==> config.mk <==
export PLATFORM = sky130hd
export DESIGN_NAME = rc4_swap_engine
export DESIGN_NICKNAME = d
export VERILOG_FILES = /design/src/rtl/rc4_swap_engine.sv
export SDC_FILE = /design/constraint.sdc
export NUM_CORES = 1
export LEC_CHECK = 0
export CORE_MARGIN = 4
export CORE_UTILIZATION = 40
export CTS_CLUSTER_SIZE = 14
export DETAILED_ROUTE_END_ITERATION = 10
export PLACE_DENSITY_LB_ADDON = 0.05
export RECOVER_POWER = 25
export SETUP_SLACK_MARGIN = 0.2
export SKIP_LAST_GASP = 1
export SYNTH_ARGS = -nofsm -noshare
export SYNTH_HDL_FRONTEND = slang
export SYNTH_SLANG_ARGS = --single-unit
==> constraint.sdc <==
create_clock -name clk -period 2.55 [get_ports clk]
set_input_delay 0.51 -clock clk [delete_from_list [all_inputs] [get_ports clk]]
set_output_delay 0.51 -clock clk [all_outputs]
set_load 0.005 [all_outputs]
==> src/rtl/rc4_swap_engine.sv <==
// Purpose: swaps S[i] and S[j] in place on an external single-port S-box RAM with a
//          read-modify-write sequence, optionally reading S[(S[i]+S[j]) mod 2^AW].
// Latency: start accept -> done = 2*(RD_WAIT+1)+3 cycles, or 3*(RD_WAIT+1)+3 with fetch_k.
// Backpressure: start is only sampled in IDLE; requests made while busy are dropped.
//
// Ports:
//   clk, reset            rising-edge clock, asynchronous active-high reset
//   start, i_idx, j_idx,  request pulse plus operands, captured when start is accepted
//   fetch_k
//   busy, done            busy = not IDLE; done = single-cycle completion pulse
//   si_out, sj_out        original S[i] / S[j], held from done until the next accepted start
//   k_out                 keystream byte when fetch_k was set, otherwise 0
//   mem_addr, mem_wdata,  registered RAM command port, owned by this block while busy
//   mem_wren
//   mem_rdata             RAM read data
module rc4_swap_engine #(
  parameter int DW      = 8,
  parameter int AW      = 8,
  parameter int RD_WAIT = 1
) (
  input  logic          clk,
  input  logic          reset,
  input  logic          start,
  input  logic [AW-1:0] i_idx,
  input  logic [AW-1:0] j_idx,
  input  logic          fetch_k,
  output logic          busy,
  output logic          done,
  output logic [DW-1:0] si_out,
  output logic [DW-1:0] sj_out,
  output logic [DW-1:0] k_out,
  output logic [AW-1:0] mem_addr,
  output logic [DW-1:0] mem_wdata,
  output logic          mem_wren,
  input  logic [DW-1:0] mem_rdata
);

  // Wait counter only needs to reach RD_WAIT; keep at least one bit for RD_WAIT = 0.
  localparam int            CW        = (RD_WAIT > 0) ? $clog2(RD_WAIT + 1) : 1;
  localparam logic [CW-1:0] WAIT_LAST = CW'(RD_WAIT);

  typedef enum logic [2:0] {
    ST_IDLE,
    ST_RD_I,
    ST_RD_J,
    ST_WR_I,
    ST_WR_J,
    ST_RD_K,
    ST_DONE
  } state_t;

  state_t        state_q, state_d;
  logic [AW-1:0] i_q, i_d;
  logic [AW-1:0] j_q, j_d;
  logic          fk_q, fk_d;
  logic [CW-1:0] wcnt_q, wcnt_d;
  logic [DW-1:0] si_q, si_d;
  logic [DW-1:0] sj_q, sj_d;
  logic [DW-1:0] k_q, k_d;
  logic [AW-1:0] addr_q, addr_d;
  logic [DW-1:0] wdata_q, wdata_d;
  logic          wren_q, wren_d;

  logic          rd_last;
  logic [AW-1:0] k_addr;

  // The RAM port is registered, so every command is computed one cycle ahead:
  // the values loaded on a state transition are what the RAM sees during the
  // first cycle of the new state.
  always_comb begin
    state_d = state_q;
    i_d     = i_q;
    j_d     = j_q;
    fk_d    = fk_q;
    wcnt_d  = wcnt_q;
    si_d    = si_q;
    sj_d    = sj_q;
    k_d     = k_q;
    addr_d  = addr_q;
    wdata_d = wdata_q;
    wren_d  = 1'b0;

    rd_last = (wcnt_q == WAIT_LAST);
    // Casting each operand to AW bits first makes the sum wrap modulo 2^AW.
    k_addr  = AW'(si_q) + AW'(sj_q);

    case (state_q)
      ST_IDLE: begin
        if (start) begin
          i_d     = i_idx;
          j_d     = j_idx;
          fk_d    = fetch_k;
          k_d     = '0;
          wcnt_d  = '0;
          addr_d  = i_idx;
          state_d = ST_RD_I;
        end
      end

      ST_RD_I: begin
        if (rd_last) begin
          si_d    = mem_rdata;
          wcnt_d  = '0;
          addr_d  = j_q;
          state_d = ST_RD_J;
        end else begin
          wcnt_d = wcnt_q + CW'(1);
        end
      end

      ST_RD_J: begin
        if (rd_last) begin
          sj_d    = mem_rdata;
          wcnt_d  = '0;
          // S[j] is being captured on this same edge, so forward it straight
          // into the write data for S[i].
          addr_d  = i_q;
          wdata_d = mem_rdata;
          wren_d  = 1'b1;
          state_d = ST_WR_I;
        end else begin
          wcnt_d = wcnt_q + CW'(1);
        end
      end

      ST_WR_I: begin
        addr_d  = j_q;
        wdata_d = si_q;
        wren_d  = 1'b1;
        state_d = ST_WR_J;
      end

      ST_WR_J: begin
        if (fk_q) begin
          // Reading after the writes is safe: S[i]+S[j] is symmetric.
          addr_d  = k_addr;
          wcnt_d  = '0;
          state_d = ST_RD_K;
        end else begin
          state_d = ST_DONE;
        end
      end

      ST_RD_K: begin
        if (rd_last) begin
          k_d     = mem_rdata;
          wcnt_d  = '0;
          state_d = ST_DONE;
        end else begin
          wcnt_d = wcnt_q + CW'(1);
        end
      end

      ST_DONE: begin
        state_d = ST_IDLE;
      end

      default: begin
        state_d = ST_IDLE;
      end
    endcase
  end

  always_ff @(posedge clk or posedge reset) begin
    if (reset) begin
      state_q <= ST_IDLE;
      i_q     <= '0;
      j_q     <= '0;
      fk_q    <= 1'b0;
      wcnt_q  <= '0;
      si_q    <= '0;
      sj_q    <= '0;
      k_q     <= '0;
      addr_q  <= '0;
      wdata_q <= '0;
      wren_q  <= 1'b0;
    end else begin
      state_q <= state_d;
      i_q     <= i_d;
      j_q     <= j_d;
      fk_q    <= fk_d;
      wcnt_q  <= wcnt_d;
      si_q    <= si_d;
      sj_q    <= sj_d;
      k_q     <= k_d;
      addr_q  <= addr_d;
      wdata_q <= wdata_d;
      wren_q  <= wren_d;
    end
  end

  // Decoded straight from the state flop so reset clears them without a clock.
  assign busy      = (state_q != ST_IDLE);
  assign done      = (state_q == ST_DONE);
  assign si_out    = si_q;
  assign sj_out    = sj_q;
  assign k_out     = k_q;
  assign mem_addr  = addr_q;
  assign mem_wdata = wdata_q;
  assign mem_wren  = wren_q;

endmodule

* Word level (Yosys, flattened, before mapping)
Index checks and enable logic that the tools add are counted.
** Operators by class
- Mux-type cells :: 21
- $add $sub $neg :: 2
- Eq/ne operators :: 11
- Reduce and logical (&&, ||, !) cells :: 15
** Operators by type and width (count)
- 2-to-1 mux 8 bit :: 6
- one-hot mux 8 bit (5 select lines) :: 1
- one-hot mux 8 bit (2 select lines) :: 2
- one-hot mux 3 bit (6 select lines) :: 1
- 2-to-1 mux 3 bit :: 4
- inequality test 2 bit, second input constant :: 5
- equality test 3 bit, second input constant :: 3
- adder 8 bit :: 1
- AND reduction 2 bit :: 4
- equality test 3 x 2 -> 1 bit, second input constant :: 2
- AND reduction 3 bit :: 2
- nonzero test 3 bit :: 2
- AND reduction 5 bit :: 1
- nonzero test 5 bit :: 1
- 2-to-1 mux 1 bit :: 4
- AND reduction 4 bit :: 1
- nonzero test 2 bit :: 2
- equality test 3 x 1 -> 1 bit, second input constant :: 1
- logical NOT 3 bit :: 1
- one-hot mux 1 bit (3 select lines) :: 1
- OR reduction 3 bit :: 1
- 2-to-1 mux 2 bit :: 1
- one-hot mux 1 bit (2 select lines) :: 1
- adder 1 bit, second input constant :: 1
** Storage, ports and cells
- Flip-flop bits (word level) :: 62
- Output and inout bits :: 43

* Longest topological paths before layout
Gate-level depths: netlist of run 1.
- Word-level depth :: 4
- Mapped depth :: 8
- Depth with buffers taken out :: 7

* Worst setup path before layout of run 1
Ideal clock, no wire load.
- Path type :: register to register
- Start point :: register si_q[0] (netlist: si_out[0])
- End point :: register addr_q[6] (netlist: mem_addr[6])
- Cell stages (with the launch flop) :: 8
- Path buffers :: 0
- Clock period less this slack :: 1929 ps
- Arrival time :: 1847 ps
- Path slack :: 621 ps
- Data required time :: 2468 ps
- Path through :: dfrtp_1 > ha_1 > fa_1 > a211oi_1 > o21ai_0 > o41ai_1 > o221ai_1 > a31oi_1
** On the way
- Word-level cells in the longest chain between the ends :: 3
** Ends and longest elaborated chain
- start, declared :: RTL line 57 : logic [DW-1:0] si_q, si_d;
- start signal, assigned :: RTL line 183 : si_q <= si_d;
- adder 8 bit :: RTL line 85 : k_addr = AW'(si_q) + AW'(sj_q);
- 2-to-1 mux 8 bit :: RTL line 134 : if (fk_q) begin
- one-hot mux 8 bit (5 select lines) :: RTL line 87 : case (state_q)
- end signal, assigned :: RTL line 186 : addr_q <= addr_d;
- end, declared :: RTL line 60 : logic [AW-1:0] addr_q, addr_d;
Every way passes these cells. The select of a mux whose other input is x is not followed.
A chain may end at the register's enable or synchronous reset.

* Worst setup path after layout of run 1
- Start point :: register state_q[1]
- End point :: output port busy
** On the way
- Word-level cells in the longest chain between the ends :: 1
** Ends and longest elaborated chain
- start, declared :: RTL line 52 : state_t state_q, state_d;
- start signal, assigned :: RTL line 178 : state_q <= state_d;
- nonzero test 3 bit :: RTL line 193 : assign busy = (state_q != ST_IDLE);
- end, declared :: RTL line 27 : output logic busy,
Every way passes these cells.

==> results of run 1 <==
==> placed cells by master (no fill, tap or decap), types with 2 or more instances in the layout <==
cell,netlist,final
a211oi_1,3,2
a21o_1,3,3
a21oi_1,9,9
a22oi_1,6,6
a31oi_1,4,4
and3_1,2,2
buf_4,4,11
clkbuf_1,4,2
clkbuf_8,0,10
clkdlybuf4s50_1,0,69
clkinv_2,0,2
dfrtp_1,62,62
ha_1,7,7
inv_1,14,13
mux2_2,33,33
mux2i_1,5,5
nand2_1,29,29
nand2b_1,6,6
nand3_1,10,10
nor2_1,19,18
nor2_2,1,2
nor3_1,2,2
nor3b_1,2,2
o21ai_0,31,31
o221ai_1,5,5
o22ai_1,3,3
o31ai_1,2,2
xnor2_1,5,5
xor2_1,2,2
==> path summary, 6_finish.rpt <==
check                                          from                  endpoint  slack (ns)  cells past startpoint
max                          state_q[1]$_DFFE_PP0P_                      busy        0.38                      3
min                        mem_wdata[3]$_DFFE_PP0P_  mem_wdata[3]$_DFFE_PP0P_        0.48                      2
max reg2reg                   si_out[0]$_DFFE_PP0P_   mem_addr[6]$_DFFE_PP0P_        0.51                      7
min reg2reg                mem_wdata[3]$_DFFE_PP0P_  mem_wdata[3]$_DFFE_PP0P_        0.48                      2
max in group asynchronous                     reset   mem_addr[7]$_DFFE_PP0P_        0.49                      3
min in group asynchronous                     reset      k_out[0]$_DFFE_PP0P_        1.15                      3
==> routing by layer <==
metal  GRT usage (%)  share of wire (%)  vias up
met5               0                  0        -
met4            5.61               0.94        0
met3            3.72                4.6        7
met2            26.3                 46       47
met1            24.6                 49     1208
li1                -                  -     1205
==> kinds of logic after synthesis <==
family	count (synthesis)	share of synthesized area, %
adders and majority gates	8	3.44
xor gates and xnor gates	7	1.96
and+or+nand+nor	73	11.0
AOI/OAI and AO/OA	75	15.7
muxes	38	13.5
buffers and inverters	31	4.76
DFF	62	49.6
==> critical path, cell delays in order (launching register included) <==
cell,delay (ns)
dfrtp_1,0.52
nor2_2,0.28
nand2_1,0.09
clkdlybuf4s50_1,0.45
==> power by group through the flow <==
stage	clock, mW	sequential [mW]	combinational (mW)
floorplan	0	1.75	1.95
global placement	0	1.86	2.98
detailed placement	0	1.86	3.01
CTS	0.733	1.85	3.03
global route	0.784	1.92	3.37
finish	0.714	1.84	3.02
==> stage by stage <==
step | instances | worst slack [ns] | utilization (%)
6_report | 472 | 0.375 | 55.4
3_5_place_dp | 458 | 0.422 | 53.4
4_1_cts | 472 | 0.230 | 55.5
5_1_grt | 472 | 0.154 | 55.4
2_1_floorplan | 294 | 0.499 | -
3_3_place_gp | 458 | 0.468 | 53.4
==> state kept, by name (all words and copies together), names as in the netlist, 3 cells and up <==
signal,flops
si_out,8
sj_out,8
mem_addr,8
j_q,8
state_q,3
mem_wdata,8
i_q,8
k_out,8
==> layout make-up <==
cell class / instances / share of cell area (%)
well taps: 99 / 3.02
clock inverters: 2 / 0.244
inverters: 14 / 1.28
multi-input cells: 201 / 34.9
clock buffers: 12 / 3.54
flip-flops and latches: 62 / 37.8
repair buffers: 82 / 19.2
==> impl_metrics.yaml, run 1 <==
power_and_ir_drop:
  fin_total_pwr_mw: 5.57
  pwr-share-comb_pct: 54.1
  p_sw_share_pct: 38.1
  p_int_mw: 3.45
  p_clk_share_pct: 12.8
  p_switching_mw: 2.12
  seq_power_share_pct: 33.1
  power.density_nw_per_um2: 1360
  ir_drop_uv: 697
  p_leak_nw: 1.71
setup_path:
  critical_path_arrival_ns: 1.66
  worst_setup_path_end_kind: "primary output"
  critical_path_peak_fanout: 10
  start_kind: "flip-flop"
  crit_type: "flip-flop to primary output"
  critPathRequiredTime_ns: 2.04
job:
  max_cap_viol_count: 1
global_routing:
  grt_pass1_vias: 2443
  grt_overflow: 0
  gr-usage-all-layers_pct: 17.3
  grt_max_degree: 63
  grt_pass1_wl_um: 12200
  antenna_found_initial: 0
finish:
  syn_to_final_growth_pct: 31.3
  seqCellArea_um2: 1550
  n_antenna_cell: 0
  drive_gt1_share_pct: 17.4
  nFillCells: 670
  nets: 406
  fin_area_um2: 4100
  multiInputGateArea_um2: 1430
clock_tree:
  cts_hold_buffers: 0
  clock_latency_ns: 0.33
  cts_sinks: 62
  cts_setup_buffers: 0
  clock-root-buffer: "clkbuf_8"
  cts_tree: "built"
  cts_buffer_depth: 2
  cts-htree-levels: 3
  clkTransAtPathRegs_ns: 0.07
  cts_made_buffers: 9
  cts_resized: 0
sta:
  setup_viol: 0
  fmax_mhz: 460
  min_period_ns: 2.17
  finalCritPeriodShare_pct: 85.3
  hold_viol_final: 0
  rsz0062_at_grt: "false"
  finClkSkew_ns: 0.00739
  tns_ns: 0
  hold_slack_ns: 0.476
  relSlewSlack_pct: -2.01
  final_max_slew_viol_count: 63
  worst_pin_slew_ns: 1.53
floorplanning:
  die_w_um: 96.4
  die_height_um: 96.4
  ios: 71
  start_util_pct: 42.2
  die_area_um2: 9290
  core_um2: 7410
  num_rows: 31
logic_synthesis:
  synth_cell_types: 41
  synth.area.top_cells: "dfrtp_1, mux2_2, o21ai_0"
  syn_nets: 330
  synth-edff-count: 0
  ys_warn_count: 0
  synth_top_area_cell: "dfrtp_1"
  post_synth.cell_area_avg_um2: 10.6
  async_reset_ff_share_pct: 100
  ys_seq_area_share_pct: 49.6
  synth_cells: 294
  synth-main-ff-cell: "dfrtp_1"
  yosys_register_bits: 62
  yosysMostFrequentCell: "dfrtp_1"
  yosys.area.top_type_share_pct: 49.6
  synthTopCellsByCount: "dfrtp_1, mux2_2, o21ai_0"
  syn_area_um2: 3130
routing:
  vias: 2467
  antenna_left: 0
  viasPerCell: 5.23
  wl_per_cell_um: 15.6
  first_pass_iters: 4
  drc: 0
  first_iter_violations: 84
  routed_wl_um: 7370
outcome:
  status: "finished with violations"
  violations: "capacitance limit, slew limit"
hold_path:
  hold_path_class: "flip-flop to flip-flop"
placed_design:
  io_buffers: 70
  place_congestion: 0.793
  place_area_um2: 3960
  place_hpwl_um: 5260
Power figures use the tool's default switching activity.
==> run 2, diff against run 1 <==
--- a/config.mk
+++ b/config.mk
@@ -9,10 +9,13 @@
 export CORE_UTILIZATION = 40
 export CTS_CLUSTER_SIZE = 14
 export DETAILED_ROUTE_END_ITERATION = 10
+export MAX_ROUTING_LAYER = met4
 export PLACE_DENSITY_LB_ADDON = 0.05
 export RECOVER_POWER = 25
 export SETUP_SLACK_MARGIN = 0.2
 export SKIP_LAST_GASP = 1
+export SLEW_MARGIN = 0
 export SYNTH_ARGS = -nofsm -noshare
 export SYNTH_HDL_FRONTEND = slang
 export SYNTH_SLANG_ARGS = --single-unit
+export TNS_END_PERCENT = 10
==> run 2 against run 1 <==
- the flow still finishes with violations (capacitance limit, slew limit)
- via count decreased by 0.12%
- combinational power hardly changed
- sequential power hardly changed
- worst setup slack gained 0.0023 ns
- first-iteration DRC count increased by 6.0%
- die area unchanged
- routed wire length decreased by 0.18%
- non-clock buffer count is the same
- critical path type unchanged
==> impl_metrics.yaml, run 2 (synthesized netlist as in run 1, its figures left out) <==
outcome:
  status: "finished with violations"
  violations: "capacitance limit, slew limit"
job:
  max_cap_viol_count: 1
clock_tree:
  cts_buffer_depth: 2
  clock-root-buffer: "clkbuf_8"
  cts_setup_buffers: 0
  cts_made_buffers: 9
  clock_latency_ns: 0.32
  cts_resized: 0
  cts_hold_buffers: 0
  cts_tree: "built"
  cts-htree-levels: 3
  cts_sinks: 62
  clkTransAtPathRegs_ns: 0.07
floorplanning:
  die_w_um: 96.4
  die_area_um2: 9290
  die_height_um: 96.4
  ios: 71
  start_util_pct: 42.2
  core_um2: 7410
  num_rows: 31
routing:
  antenna_left: 0
  first_pass_iters: 4
  vias: 2464
  viasPerCell: 5.22
  routed_wl_um: 7360
  wl_per_cell_um: 15.6
  drc: 0
  first_iter_violations: 89
setup_path:
  critPathRequiredTime_ns: 2.04
  worstRegToRegCells: 7
  crit_type: "flip-flop to primary output"
  worstReg2RegStart: "si_out[0]$_DFFE_PP0P_"
  critical_path_arrival_ns: 1.66
  worst_setup_path_end_kind: "primary output"
  start_kind: "flip-flop"
  critical_path_peak_fanout: 10
  r2r_setup_slack_ns: 0.38
  r2r_end: "mem_addr[6]$_DFFE_PP0P_"
sta:
  relSlewSlack_pct: -2.00
  hold_viol_final: 0
  fin_ws_ns: 0.378
  finalCritPeriodShare_pct: 85.2
  tns_ns: 0
  min_period_ns: 2.17
  fmax_mhz: 460
  rsz0062_at_grt: "true"
  finClkSkew_ns: 0.00666
  worst_pin_slew_ns: 1.53
  setup_viol: 0
  final_max_slew_viol_count: 63
placed_design:
  place_congestion: 0.804
  io_buffers: 70
  place_area_um2: 3960
  place_hpwl_um: 5260
  pre_cts_ws_ns: 0.422
power_and_ir_drop:
  ir_drop_uv: 691
  p_leak_nw: 1.71
  power.density_nw_per_um2: 1360
global_routing:
  grt_max_degree: 63
  grt_pass1_vias: 2444
  grt_pass1_wl_um: 12200
  antenna_found_initial: 0
  gr-usage-all-layers_pct: 17.8
  grt_overflow: 0
hold_path:
  min_from: "mem_wdata[3]$_DFFE_PP0P_"
  whs_endpoint: "mem_wdata[3]$_DFFE_PP0P_"
  hold_path_class: "flip-flop to flip-flop"
  hold_path_depth: 2
finish:
  final_common_cell: "clkdlybuf4s50_1"
  n_antenna_cell: 0
  mostFrequentLayoutCells: "clkdlybuf4s50_1, dfrtp_1, mux2_2"
  drive_gt1_share_pct: 17.2
  nets: 406
  syn_to_final_growth_pct: 31.1
  fin_area_um2: 4100
  nFillCells: 670
run 2: cell count changes in the layout (fill, tap and decap cells not counted):
cell,previous run,this run
a211oi_2,1,0
a211oi_1,2,3
run 2: area by class of cell:
class	instances	area [um^2]	area share, %
inverter	14	52.6	1.28
timing repair buffer	82	788	19.2
clock inverter	2	10.0	0.244
clock buffer	12	145	3.54
sequential	62	1550	37.9
multi-input combinational	201	1430	34.8
tap	99	124	3.02
run 2: layer usage:
layer	wire length (um)	share of wire [%]	vias up	track usage, %
met5	0	0	-	-
met4	56	0.76	0	5.61
met3	314	4.3	6	3.41
met2	3350	46	52	26.3
met1	3630	49	1203	24.8
li1	-	-	1203	-
run 2: worst max path at each step:
stage | startpoint | endpoint | slack [ns] | cells after the start
floorplan | reset | fk_q$_DFFE_PP0P_ | 0.50 | 1
global placement | si_out[0]$_DFFE_PP0P_ | mem_addr[6]$_DFFE_PP0P_ | 0.47 | 7
detailed placement | si_out[0]$_DFFE_PP0P_ | mem_addr[6]$_DFFE_PP0P_ | 0.42 | 7
CTS | state_q[1]$_DFFE_PP0P_ | busy | 0.23 | 3
global route | reset | mem_addr[7]$_DFFE_PP0P_ | 0.15 | 3
finish | state_q[1]$_DFFE_PP0P_ | busy | 0.38 | 3
run 2: through the flow:
step	util, %	hold slack [ns]	cells	total power [mW]
finish	55.3	0.473	472	5.56
global placement	53.4	0.458	458	4.84
detailed placement	53.4	0.462	458	4.87
CTS	55.5	0.479	472	5.61
global route	55.3	0.510	472	6.06
floorplan	-	0.470	294	3.71
run 2: power breakdown:
group          leakage (nW)  total [mW]  switching (mW)  internal [mW]
Sequential            0.754        1.84           0.385           1.46
Combinational         0.877        3.00            1.38           1.62
Clock                0.0821       0.715           0.349          0.366
Total                  1.71        5.56            2.12           3.44
run 2: worst max-delay path, stage by stage (launching register included):
cell and delay (ns):
dfrtp_1 0.52, nor2_2 0.28, nand2_1 0.09, clkdlybuf4s50_1 0.45
